[src/rtl/sent_pkg.sv]
`default_nettype none
// ============================================================================
// sent_pkg : shared constants and types for the SENT TX serial scheduler
// Rev 1.0  : initial release
// ============================================================================
package sent_pkg;

  localparam int SHORT_SERIAL_FRAMES = 16;
  localparam int ENH_SERIAL_FRAMES   = 18;

  localparam logic FMT_SHORT = 1'b0;
  localparam logic FMT_ENH   = 1'b1;

  typedef enum logic [0:0] {
    IDLE = 1'b0,
    SEND = 1'b1
  } sched_state_e;

  // Index of the frame_done pulse that completes a serial message
  function automatic logic [4:0] last_frame(input logic fmt);
    last_frame = (fmt == FMT_ENH) ? 5'(ENH_SERIAL_FRAMES - 1)
                                  : 5'(SHORT_SERIAL_FRAMES - 1);
  endfunction

endpackage
`default_nettype wire

[src/rtl/sent_rr_arbiter.sv]
`default_nettype none
// ============================================================================
// sent_rr_arbiter : combinational rotating-priority find-first arbiter
// Rev 1.0         : initial release
// ============================================================================
module sent_rr_arbiter #(
  parameter int NUM_REQ = 4,
  parameter int IDX_W   = $clog2(NUM_REQ)
) (
  input  logic [NUM_REQ-1:0] req,
  input  logic [IDX_W-1:0]   rr_ptr,
  input  logic [NUM_REQ-1:0] exclude,
  output logic               valid,
  output logic [IDX_W-1:0]   index
);

  localparam int SUM_W = IDX_W + 1;

  logic [NUM_REQ-1:0]   w_cand;
  logic [2*NUM_REQ-1:0] w_dbl;
  logic [NUM_REQ-1:0]   w_rot;
  logic [SUM_W-1:0]     w_sum;

  assign w_cand = req & ~exclude;
  assign w_dbl  = {w_cand, w_cand};
  // Bit k of w_rot is candidate (rr_ptr + k) mod NUM_REQ
  assign w_rot  = w_dbl[rr_ptr +: NUM_REQ];

  always_comb begin
    valid = 1'b0;
    index = '0;
    w_sum = '0;
    for (int k = 0; k < NUM_REQ; k++) begin
      if (!valid && w_rot[k]) begin
        valid = 1'b1;
        w_sum = {1'b0, rr_ptr} + SUM_W'(k);
        if (w_sum >= SUM_W'(NUM_REQ)) begin
          w_sum = w_sum - SUM_W'(NUM_REQ);
        end
        index = w_sum[IDX_W-1:0];
      end
    end
  end

endmodule
`default_nettype wire

[src/rtl/sent_tx_serial_sched.sv]
`default_nettype none
// ============================================================================
// sent_tx_serial_sched : round-robin scheduler for the SENT TX serial channel
// Rev 1.0              : initial release
// ============================================================================
module sent_tx_serial_sched
  import sent_pkg::*;
#(
  parameter int NUM_REQ     = 4,
  parameter int TIMEOUT_CYC = 65535
) (
  input  logic                         clk_tx,
  input  logic                         reset_tx,
  input  logic                         sched_en,
  input  logic                         channel_format_in,
  input  logic [NUM_REQ-1:0]           req,
  input  logic [8*NUM_REQ-1:0]         req_id,
  input  logic [16*NUM_REQ-1:0]        req_data,
  input  logic [NUM_REQ-1:0]           req_cfg,
  input  logic                         frame_done,
  output logic [NUM_REQ-1:0]           ack,
  output logic                         enable,
  output logic                         channel_format,
  output logic [7:0]                   id,
  output logic [15:0]                  data_bit_field,
  output logic                         config_bit,
  output logic                         busy,
  output logic [$clog2(NUM_REQ)-1:0]   grant_idx,
  output logic                         timeout_err
);

  localparam int          IDX_W    = $clog2(NUM_REQ);
  localparam logic [15:0] TMO_LAST = 16'(TIMEOUT_CYC - 1);

  sched_state_e       state_q, state_d;
  logic [IDX_W-1:0]   rr_ptr_q, rr_ptr_d;
  logic [4:0]         frame_cnt_q, frame_cnt_d;
  logic [15:0]        timer_q, timer_d;
  logic [NUM_REQ-1:0] ack_q, ack_d;
  logic               enable_q, enable_d;
  logic               fmt_q, fmt_d;
  logic [7:0]         id_q, id_d;
  logic [15:0]        data_q, data_d;
  logic               cfg_q, cfg_d;
  logic               busy_q, busy_d;
  logic [IDX_W-1:0]   grant_idx_q, grant_idx_d;
  logic               timeout_q, timeout_d;

  logic [IDX_W-1:0]   w_rr_next;
  logic [NUM_REQ-1:0] w_grant_oh;
  logic [IDX_W-1:0]   w_arb_ptr;
  logic [NUM_REQ-1:0] w_excl;
  logic               w_arb_valid;
  logic [IDX_W-1:0]   w_arb_idx;
  logic               w_complete;
  logic               w_timeout;
  logic               w_do_grant;

  assign w_rr_next  = (grant_idx_q == IDX_W'(NUM_REQ - 1)) ? '0 : grant_idx_q + 1'b1;
  assign w_grant_oh = NUM_REQ'(1) << grant_idx_q;

  // In IDLE the requester being acked this cycle still holds req; mask it.
  assign w_arb_ptr  = (state_q == SEND) ? w_rr_next  : rr_ptr_q;
  assign w_excl     = (state_q == SEND) ? w_grant_oh : ack_q;

  sent_rr_arbiter #(
    .NUM_REQ (NUM_REQ),
    .IDX_W   (IDX_W)
  ) u_arb (
    .req     (req),
    .rr_ptr  (w_arb_ptr),
    .exclude (w_excl),
    .valid   (w_arb_valid),
    .index   (w_arb_idx)
  );

  assign w_complete = (state_q == SEND) && frame_done && (frame_cnt_q == last_frame(fmt_q));
  assign w_timeout  = (state_q == SEND) && !frame_done && (timer_q == TMO_LAST);
  assign w_do_grant = sched_en && w_arb_valid && ((state_q == IDLE) || w_complete);

  always_ff @(posedge clk_tx) begin
    if (reset_tx) begin
      state_q     <= IDLE;
      rr_ptr_q    <= '0;
      frame_cnt_q <= '0;
      timer_q     <= '0;
      ack_q       <= '0;
      enable_q    <= 1'b0;
      fmt_q       <= FMT_SHORT;
      id_q        <= '0;
      data_q      <= '0;
      cfg_q       <= 1'b0;
      busy_q      <= 1'b0;
      grant_idx_q <= '0;
      timeout_q   <= 1'b0;
    end else begin
      state_q     <= state_d;
      rr_ptr_q    <= rr_ptr_d;
      frame_cnt_q <= frame_cnt_d;
      timer_q     <= timer_d;
      ack_q       <= ack_d;
      enable_q    <= enable_d;
      fmt_q       <= fmt_d;
      id_q        <= id_d;
      data_q      <= data_d;
      cfg_q       <= cfg_d;
      busy_q      <= busy_d;
      grant_idx_q <= grant_idx_d;
      timeout_q   <= timeout_d;
    end
  end

  always_comb begin
    state_d = state_q;
    case (state_q)
      IDLE: if (w_do_grant) state_d = SEND;
      SEND: begin
        if (w_complete) begin
          if (!w_do_grant) state_d = IDLE;
        end else if (w_timeout) begin
          state_d = IDLE;
        end
      end
      default: state_d = IDLE;
    endcase
  end

  always_comb begin
    rr_ptr_d    = rr_ptr_q;
    frame_cnt_d = frame_cnt_q;
    timer_d     = timer_q;
    ack_d       = '0;
    enable_d    = enable_q;
    fmt_d       = fmt_q;
    id_d        = id_q;
    data_d      = data_q;
    cfg_d       = cfg_q;
    busy_d      = busy_q;
    grant_idx_d = grant_idx_q;
    timeout_d   = 1'b0;

    if (state_q == SEND) begin
      if (frame_done) begin
        frame_cnt_d = frame_cnt_q + 5'd1;
        timer_d     = '0;
      end else begin
        timer_d     = timer_q + 16'd1;
      end

      if (w_complete) begin
        ack_d    = w_grant_oh;
        rr_ptr_d = w_rr_next;
        enable_d = 1'b0;
        busy_d   = 1'b0;
      end else if (w_timeout) begin
        timeout_d = 1'b1;
        rr_ptr_d  = w_rr_next;
        enable_d  = 1'b0;
        busy_d    = 1'b0;
        timer_d   = '0;
      end
    end

    // A grant in the completing cycle overrides the drop of enable/busy
    if (w_do_grant) begin
      fmt_d       = channel_format_in;
      id_d        = req_id[{w_arb_idx, 3'b000} +: 8];
      data_d      = req_data[{w_arb_idx, 4'b0000} +: 16];
      cfg_d       = req_cfg[w_arb_idx];
      grant_idx_d = w_arb_idx;
      enable_d    = 1'b1;
      busy_d      = 1'b1;
      frame_cnt_d = '0;
      timer_d     = '0;
    end
  end

  assign ack            = ack_q;
  assign enable         = enable_q;
  assign channel_format = fmt_q;
  assign id             = id_q;
  assign data_bit_field = data_q;
  assign config_bit     = cfg_q;
  assign busy           = busy_q;
  assign grant_idx      = grant_idx_q;
  assign timeout_err    = timeout_q;

endmodule
`default_nettype wire
[config.mk]
export PLATFORM = sky130hd
export DESIGN_NAME = sent_tx_serial_sched
export DESIGN_NICKNAME = d
export VERILOG_FILES = /design/src/rtl/sent_pkg.sv /design/src/rtl/sent_rr_arbiter.sv /design/src/rtl/sent_tx_serial_sched.sv
export SDC_FILE = /design/constraint.sdc
export NUM_CORES = 1
export LEC_CHECK = 0
export BUFFER_PORTS_ARGS = -buffer_cell sky130_fd_sc_hd__buf_4
export CAP_MARGIN = 20
export CELL_PAD_IN_SITES_DETAIL_PLACEMENT = 0
export CELL_PAD_IN_SITES_GLOBAL_PLACEMENT = 1
export CORE_MARGIN = 2
export CORE_UTILIZATION = 31
export DETAILED_ROUTE_END_ITERATION = 10
export PLACE_DENSITY = 0.86
export SYNTH_ARGS = -nofsm -noshare
export SYNTH_HDL_FRONTEND = slang
export SYNTH_SLANG_ARGS = --single-unit
[constraint.sdc]
create_clock -name clk_tx -period 2.55 [get_ports clk_tx]
set_clock_uncertainty 0.2 [all_clocks]
set_input_delay 0.1275 -clock clk_tx [delete_from_list [all_inputs] [get_ports clk_tx]]
set_output_delay 0.1275 -clock clk_tx [all_outputs]
set_load 0.05 [all_outputs]
## Yosys cells after proc, flatten, opt, wreduce, memory -nomap -nowiden

Index checks and enable logic that the tools add are counted.

| word-level totals | value |
|---|---|
| input port bits | 109 |
| register bits | 58 |

| cells by class | value |
|---|---|
| reductions and logical operators | 23 |
| bitwise logic cells | 4 |
| mux-type cells | 32 |
| add/sub/neg operators | 10 |
| magnitude comparators | 5 |
| equal/unequal tests | 3 |
| shifts and indexed selects | 4 |

Operators with widths:

| operator | count |
|---|---|
| indexed part select 64 x 7 -> 16 bit | 1 |
| two-way mux 16 bit | 3 |
| indexed part select 32 x 6 -> 8 bit | 1 |
| two-way mux 2 bit | 12 |
| adder 16 x 1 -> 16 bit (second input constant) | 1 |
| == test 16 bit (second input constant) | 1 |
| two-way mux 1 bit | 13 |
| greater-or-equal comparator 3 bit (second input constant) | 3 |
| logical AND 1 bit | 9 |
| indexed part select 8 x 3 -> 4 bit | 1 |
| subtractor 2 x 1 -> 2 bit (second input constant) | 4 |
| adder 2 x 2 -> 3 bit (second input constant) | 2 |
| AND reduction 2 bit | 3 |
| OR reduction 3 bit | 2 |
| adder 5 x 1 -> 5 bit (second input constant) | 1 |
| == test 5 bit | 1 |
| two-way mux 5 bit | 1 |
| AND 4 bit | 1 |
| logical NOT 1 bit | 4 |
| two-way mux 4 bit | 1 |
| inverter 4 bit | 1 |
| nonzero test 2 bit | 2 |
| left shift 1 x 2 -> 4 bit (first input constant) | 1 |
| adder 2 x 1 -> 3 bit (second input constant) | 1 |
| other kinds (10) | 11 |

## Longest topological paths before layout

| depth | value |
|---|---|
| depth after elaboration | 20 |
| mapped depth | 10 |

## By module

From an unflattened synthesis, not the netlist that was laid out.

| unflattened totals | value |
|---|---|
| cell total of the unflattened synthesis | 373 |
| area total of the unflattened synthesis | 3308.2 um^2 |

Modules (own cells, without submodules):

| module | sequential area each (um^2) | cells each | area an instance (um^2) | times used |
|---|---|---|---|---|
| sent_tx_serial_sched | 1161.1 | 355 | 3201.8 | 1 |
| sent_rr_arbiter | 0.0 | 18 | 106.4 | 1 |

## Least setup slack after synthesis

Ideal clock, no wire load.

| path | value |
|---|---|
| path kind | register to register |
| start | register grant_idx_q[0] (netlist: grant_idx[0]) |
| end | register id_q[7] (netlist: id[7]) |
| period minus slack after synthesis | 2.906 ns |
| path slack | -0.356 ns |
| data arrival time | 2.580 ns |
| library setup time | 0.125 ns |
| stages on the path, launching flop included | 11 |
| buffers on the path | 2 |
| path through | dfxtp_1 > inv_1 > ha_1 > mux2i_1 > a21o_1 > o21a_1 > o221a_2 > clkbuf_1 > buf_2 > mux2i_1 > o221ai_2 |

| between the ends | value |
|---|---|
| elaborated cells between the ends (all ways) | 41 |

RTL lines:

| item | RTL line | text |
|---|---|---|
| from (decl) | sent_tx_serial_sched.sv:46 | `logic [IDX_W-1:0] grant_idx_q, grant_idx_d;` |
| from (signal assigned) | sent_tx_serial_sched.sv:108 | `grant_idx_q <= grant_idx_d;` |
| adder 2 x 1 -> 2 bit or == test 2 bit (tied branches) | sent_tx_serial_sched.sv:59 | `assign w_rr_next = (grant_idx_q == IDX_W'(NUM_REQ - 1)) ? '0 : grant_idx_q + 1'b1;` |
| two-way mux 2 bit * | sent_tx_serial_sched.sv:59 |  |
| named net w_rr_next[1] | sent_tx_serial_sched.sv:49 | `logic [IDX_W-1:0] w_rr_next;` |
| two-way mux 2 bit * | sent_tx_serial_sched.sv:63 | `assign w_arb_ptr = (state_q == SEND) ? w_rr_next : rr_ptr_q;` |
| parallel branches: the longest is 13 deep, another holds adder 2 x 1 -> 3 bit | - |  |
| to (signal assigned) | sent_tx_serial_sched.sv:104 | `id_q <= id_d;` |
| to (decl) | sent_tx_serial_sched.sv:42 | `logic [7:0] id_q, id_d;` |

Mark *: on every way through the listed nets, which the timed path passes.
A chain may end at the register's enable or synchronous reset.

## Worst setup path in the final report

| path | value |
|---|---|
| start | register grant_idx_q[1] (netlist: grant_idx[1]) |
| end | register data_q[14] (netlist: data_bit_field[14]) |

| between the ends | value |
|---|---|
| longest elaborated chain between the ends | 17 |
| elaborated cells between the ends (all ways) | 41 |

Ends and longest elaborated chain:

| item | RTL line | text |
|---|---|---|
| left shift 1 x 2 -> 4 bit * | sent_tx_serial_sched.sv:60 | `assign w_grant_oh = NUM_REQ'(1) << grant_idx_q;` |
| named net w_grant_oh[3] | sent_tx_serial_sched.sv:50 | `logic [NUM_REQ-1:0] w_grant_oh;` |
| two-way mux 4 bit * | sent_tx_serial_sched.sv:64 | `assign w_excl = (state_q == SEND) ? w_grant_oh : ack_q;` |
| inverter 4 bit * | sent_rr_arbiter.sv:24 | `assign w_cand = req & ~exclude;` |
| AND 4 bit * | sent_rr_arbiter.sv:24 |  |
| indexed part select 8 x 3 -> 4 bit * | sent_rr_arbiter.sv:27 | `assign w_rot = w_dbl[rr_ptr +: NUM_REQ];` |
| parallel branches: the longest is 12 deep, another holds indexed part select 64 x 7 -> 16 bit | - |  |
| to (signal assigned) | sent_tx_serial_sched.sv:105 | `data_q <= data_d;` |
| to (decl) | sent_tx_serial_sched.sv:43 | `logic [15:0] data_q, data_d;` |

Marked as above.

==> run_summary.xml <==
<?xml version="1.0" encoding="UTF-8"?>
<metrics>
  <group name="outcome">
    <metric name="outcome" unit="">finished with violations</metric>
    <metric name="violations" unit="">setup timing</metric>
  </group>
  <group name="drt">
    <metric name="drt_drc_violations_left" unit="">0</metric>
    <metric name="drt_pre_antenna_iters" unit="">5</metric>
    <metric name="drt-vias-per-instance" unit="">5.18</metric>
    <metric name="num_vias" unit="">3889</metric>
    <metric name="drtAntennaViolNets" unit="">0</metric>
    <metric name="drtIter0Drc" unit="">194</metric>
    <metric name="avgRoutedWirePerCell" unit="microns">18.0</metric>
    <metric name="route.final.wire_length" unit="microns">13500</metric>
  </group>
  <group name="yosys">
    <metric name="synthesis.nets" unit="">472</metric>
    <metric name="most_instantiated_flip_flop_cell_in_the_synthesis_netlist" unit="">sky130_fd_sc_hd__dfxtp_1</metric>
    <metric name="combinational_family_with_the_most_area_after_synthesis" unit="">multiplexers</metric>
    <metric name="postSynthCellCount" unit="">356</metric>
    <metric name="synth_compound_gate_area_share" unit="">0.171</metric>
    <metric name="syn-cell-area" unit="sq mm">0.00317</metric>
    <metric name="syn-mean-instance-area" unit="sq um">8.92</metric>
    <metric name="synth_async_sr_flop_share" unit="">0</metric>
    <metric name="synth-seq-cells" unit="">58</metric>
    <metric name="synth_adder_area_share" unit="">0.0276</metric>
    <metric name="netlist-cell-type-count" unit="">45</metric>
    <metric name="parity_gate_share_of_the_synthesized_area_counting_xor_and_xnor_cells" unit="">0.0110</metric>
    <metric name="synth_sequential_area_ratio" unit="">0.366</metric>
    <metric name="synth_edf_count" unit="">0</metric>
    <metric name="synth-warning-count" unit="">0</metric>
    <metric name="post_synth_and_or_nand_nor_area_fraction" unit="">0.183</metric>
    <metric name="muxShareOfSynthArea" unit="">0.189</metric>
  </group>
  <group name="grt">
    <metric name="grt.total_usage" unit="">0.225</metric>
    <metric name="pin_count_of_the_biggest_net_entering_global_routing" unit="">32</metric>
    <metric name="antenna_violations_before_repair" unit="">2</metric>
    <metric name="grt_pass1_wl" unit="microns">19500</metric>
    <metric name="grt-ovfl-total" unit="">0</metric>
    <metric name="first_global_vias" unit="">3877</metric>
  </group>
  <group name="power_and_ir_drop">
    <metric name="combinational_share_of_power" unit="">0.345</metric>
    <metric name="worst_ir_drop_vdd" unit="mV">0.278</metric>
    <metric name="power.clock.fraction" unit="">0.315</metric>
    <metric name="cellInternalPower" unit="uW">1980</metric>
    <metric name="sw_frac_of_total" unit="">0.326</metric>
    <metric name="powerDensity" unit="mW/mm^2">485</metric>
    <metric name="power_switching" unit="uW">958</metric>
    <metric name="static-leakage-power" unit="uW">0.00253</metric>
    <metric name="seq_power_share" unit="">0.340</metric>
  </group>
  <group name="critical_path">
    <metric name="worst_path_largest_cell_delay" unit="ns">0.47</metric>
    <metric name="crit_slowest_cell" unit="">sky130_fd_sc_hd__or3b_4</metric>
    <metric name="crit_path_start_kind" unit="">flop</metric>
    <metric name="worst_ep_required_time" unit="ns">2.61</metric>
    <metric name="timing_worst_setup_path_type" unit="">reg -&gt; reg</metric>
    <metric name="crit_path_cell_chain" unit="">ha_4, or3b_4, and2_4, nor3b_4, a211oi_2, or3b_4, clkbuf_16, o221ai_1</metric>
    <metric name="rrSetupSlack" unit="ns">-0.02</metric>
    <metric name="worst-path-buf-inv" unit="">1</metric>
    <metric name="critPathArrivalTime" unit="ns">2.63</metric>
    <metric name="crit_top_cell" unit="">sky130_fd_sc_hd__or3b_4</metric>
    <metric name="timing.critical_path.to_type" unit="">flop</metric>
    <metric name="critical-path-top-delay-family" unit="">simple AND/OR/NAND/NOR gates</metric>
    <metric name="timing.critical_path.fanout_max" unit="">12</metric>
  </group>
  <group name="finish">
    <metric name="layout.nets" unit="">728</metric>
    <metric name="layout-drive-gt1-share" unit="">0.365</metric>
    <metric name="fillers" unit="">743</metric>
    <metric name="layout_common_cells" unit="">sky130_fd_sc_hd__buf_4, sky130_fd_sc_hd__dlygate4sd3_1, sky130_fd_sc_hd__dfxtp_1, sky130_fd_sc_hd__mux2i_1, sky130_fd_sc_hd__nand2_1</metric>
    <metric name="mostFrequentLayoutCell" unit="">sky130_fd_sc_hd__buf_4</metric>
    <metric name="final-instance-count-excl-fill" unit="">751</metric>
    <metric name="final_core_util" unit="">0.614</metric>
    <metric name="syn_to_final_growth" unit="%">90.9</metric>
  </group>
  <group name="floorplanning">
    <metric name="rows" unit="">36</metric>
    <metric name="die_width" unit="microns">105</metric>
    <metric name="die_area" unit="sq mm">0.0111</metric>
    <metric name="floorplan.die.height" unit="microns">105</metric>
    <metric name="effective_utilization_at_floorplan" unit="">0.322</metric>
    <metric name="ios" unit="">144</metric>
    <metric name="fp.coreArea" unit="sq mm">0.00986</metric>
  </group>
  <group name="sta">
    <metric name="grt_setup_unrepaired" unit="">true</metric>
    <metric name="timing.fmax" unit="GHz">0.390</metric>
    <metric name="timing.final.ws_setup" unit="ns">-0.0170</metric>
    <metric name="finalSetupViolations" unit="">1</metric>
    <metric name="clock_period_minus_worst_slack" unit="ns">2.57</metric>
    <metric name="slew_headroom" unit="">0.498</metric>
    <metric name="worst-slew-pin-transition" unit="ns">0.750</metric>
    <metric name="report.final.slew_viol_count" unit="">0</metric>
    <metric name="finalHoldViolations" unit="">0</metric>
    <metric name="timing.final.crit_share" unit="">1.01</metric>
  </group>
  <group name="placed_design">
    <metric name="io_buffers" unit="">143</metric>
    <metric name="hpwlAfterDp" unit="microns">7450</metric>
    <metric name="post-place-cells" unit="">621</metric>
    <metric name="routability_congestion_estimate" unit="">0.836</metric>
  </group>
  <group name="clock_network">
    <metric name="cts_max_level" unit="">3</metric>
    <metric name="clock-root-buffer" unit="">sky130_fd_sc_hd__clkbuf_8</metric>
    <metric name="reg_clk_slew_reported_paths" unit="ns">0.08</metric>
    <metric name="clock_latency" unit="ns">0.35</metric>
    <metric name="cts_tree" unit="">yes</metric>
    <metric name="cts.path.max_buffers" unit="">2</metric>
    <metric name="numCtsBuffers" unit="">9</metric>
    <metric name="cts_num_sinks" unit="">58</metric>
  </group>
  <group name="min_path">
    <metric name="hold_class" unit="">in -&gt; reg</metric>
  </group>
  <group name="job">
    <metric name="max_cap_violation_count" unit="">0</metric>
  </group>
</metrics>
## cells in the mapped netlist (3+ instances only)
cell type | n | area (sq um)
sky130_fd_sc_hd__xor2_1 | 3 | 26.3
sky130_fd_sc_hd__and2_1 | 6 | 37.5
sky130_fd_sc_hd__a311oi_1 | 6 | 52.6
sky130_fd_sc_hd__nand2_1 | 43 | 161
sky130_fd_sc_hd__a21oi_1 | 17 | 85.1
sky130_fd_sc_hd__nand3_1 | 6 | 30.0
sky130_fd_sc_hd__nand2b_1 | 3 | 18.8
sky130_fd_sc_hd__ha_1 | 7 | 87.6
sky130_fd_sc_hd__mux2i_1 | 60 | 601
sky130_fd_sc_hd__o21ai_0 | 13 | 65.1
sky130_fd_sc_hd__nor3b_1 | 5 | 37.5
sky130_fd_sc_hd__clkbuf_1 | 11 | 41.3
sky130_fd_sc_hd__a41oi_1 | 3 | 26.3
sky130_fd_sc_hd__nand4_1 | 7 | 43.8
sky130_fd_sc_hd__o221ai_1 | 24 | 210
sky130_fd_sc_hd__dfxtp_1 | 58 | 1160
sky130_fd_sc_hd__nor3_1 | 5 | 25.0
sky130_fd_sc_hd__buf_2 | 9 | 45.0
sky130_fd_sc_hd__inv_1 | 8 | 30.0
sky130_fd_sc_hd__buf_6 | 3 | 33.8
sky130_fd_sc_hd__nor2_1 | 27 | 101
sky130_fd_sc_hd__or3_1 | 3 | 18.8
## power groups by stage
stage          registers, uW  clock network [uW]  logic (uW)
2_1_floorplan           1180                   0         291
3_3_place_gp            1010                   0         747
3_5_place_dp            1010                   0         757
4_1_cts                  995                 935         904
5_1_grt                 1010                 981        1060
6_report                1000                 926        1010
## metal layers
metal | part of all wire | global-route usage | vias to the layer above | routed length [microns]
met3 | 0.040 | 0.0518 | 64 | 536
met4 | 0.059 | 0.142 | 0 | 792
li1 | - | - | 1832 | -
met2 | 0.51 | 0.388 | 160 | 6820
met1 | 0.40 | 0.248 | 1833 | 5350
met5 | 0 | 0 | - | 0
## cell type report
cell class	instances	area [sq um]	share of cell area
Antenna cell	2	5.00	0.000826
Timing Repair Buffer	270	2410	0.397
Multi-Input combinational cell	265	2070	0.341
Clock inverter	4	48.8	0.00805
Tap cell	133	166	0.0275
Sequential cell	58	1170	0.193
Clock buffer	11	163	0.0268
Inverter	8	30.0	0.00496
## metrics by stage
step	total power (uW)	setup TNS, ns	hold WS (ns)	cell area, sq um	worst slack, ns
after CTS	2830	0	0.130	5760	0.00332
after global routing	3050	-1.17	0.190	6060	-0.0834
after global placement	1760	0	0.163	4450	0.0388
after detailed placement	1770	-0.610	0.181	4450	-0.0622
final	2940	-0.0170	0.165	6060	-0.0170
after floorplan	1480	0	0.0713	3200	0.00591
## worst paths after layout
path,startpoint,to,cells past startpoint
max,grant_idx[1],data_bit_field[14],8
min,sched_en,busy,6
max reg2reg,grant_idx[1],data_bit_field[14],8
min reg2reg,rr_ptr_q[0],rr_ptr_q[0],2
## flip-flops by register name, indices dropped and copies added (netlist names)
| signal | cells |
|---|---|
| timer_q | 16 |
| busy | 1 |
| grant_idx | 2 |
| id | 8 |
| frame_cnt_q | 5 |
| channel_format | 1 |
| config_bit | 1 |
| data_bit_field | 16 |
| rr_ptr_q | 2 |
| timeout_err | 1 |
| state_q | 1 |
| ack | 4 |
## what timing repair did
| action | CTS | global route |
|---|---|---|
| pin swaps | 1 | 7 |
| endpoints found under the setup margin | 21 | 25 |
| setup buffers | 2 | 4 |
| resized for setup | 8 | 29 |
| endpoints found under the hold margin | 34 | 0 |
| hold buffers | 103 | 0 |
| cloned | 0 | 4 |
## worst reg2reg max path, stage by stage, from the launching register on
cell	delay, ns
sky130_fd_sc_hd__dfxtp_4	0.37
sky130_fd_sc_hd__ha_4	0.17
sky130_fd_sc_hd__or3b_4	0.38
sky130_fd_sc_hd__and2_4	0.15
sky130_fd_sc_hd__nor3b_4	0.14
sky130_fd_sc_hd__a211oi_2	0.20
sky130_fd_sc_hd__or3b_4	0.47
sky130_fd_sc_hd__clkbuf_16	0.20
sky130_fd_sc_hd__o221ai_1	0.21
## logic make-up (layout without fill, tap and decap cells)
kind of cell / after synthesis / count (layout)
XOR/XNOR: 4 / 4
other: 0 / 2
flip-flops: 58 / 58
adder cells (fa/ha/maj): 7 / 7
multiplexers: 60 / 60
AO/OA/AOI/OAI: 75 / 75
buffers and inverters: 33 / 293
AND/OR/NAND/NOR: 119 / 119
(Power assumes the default switching activity.)
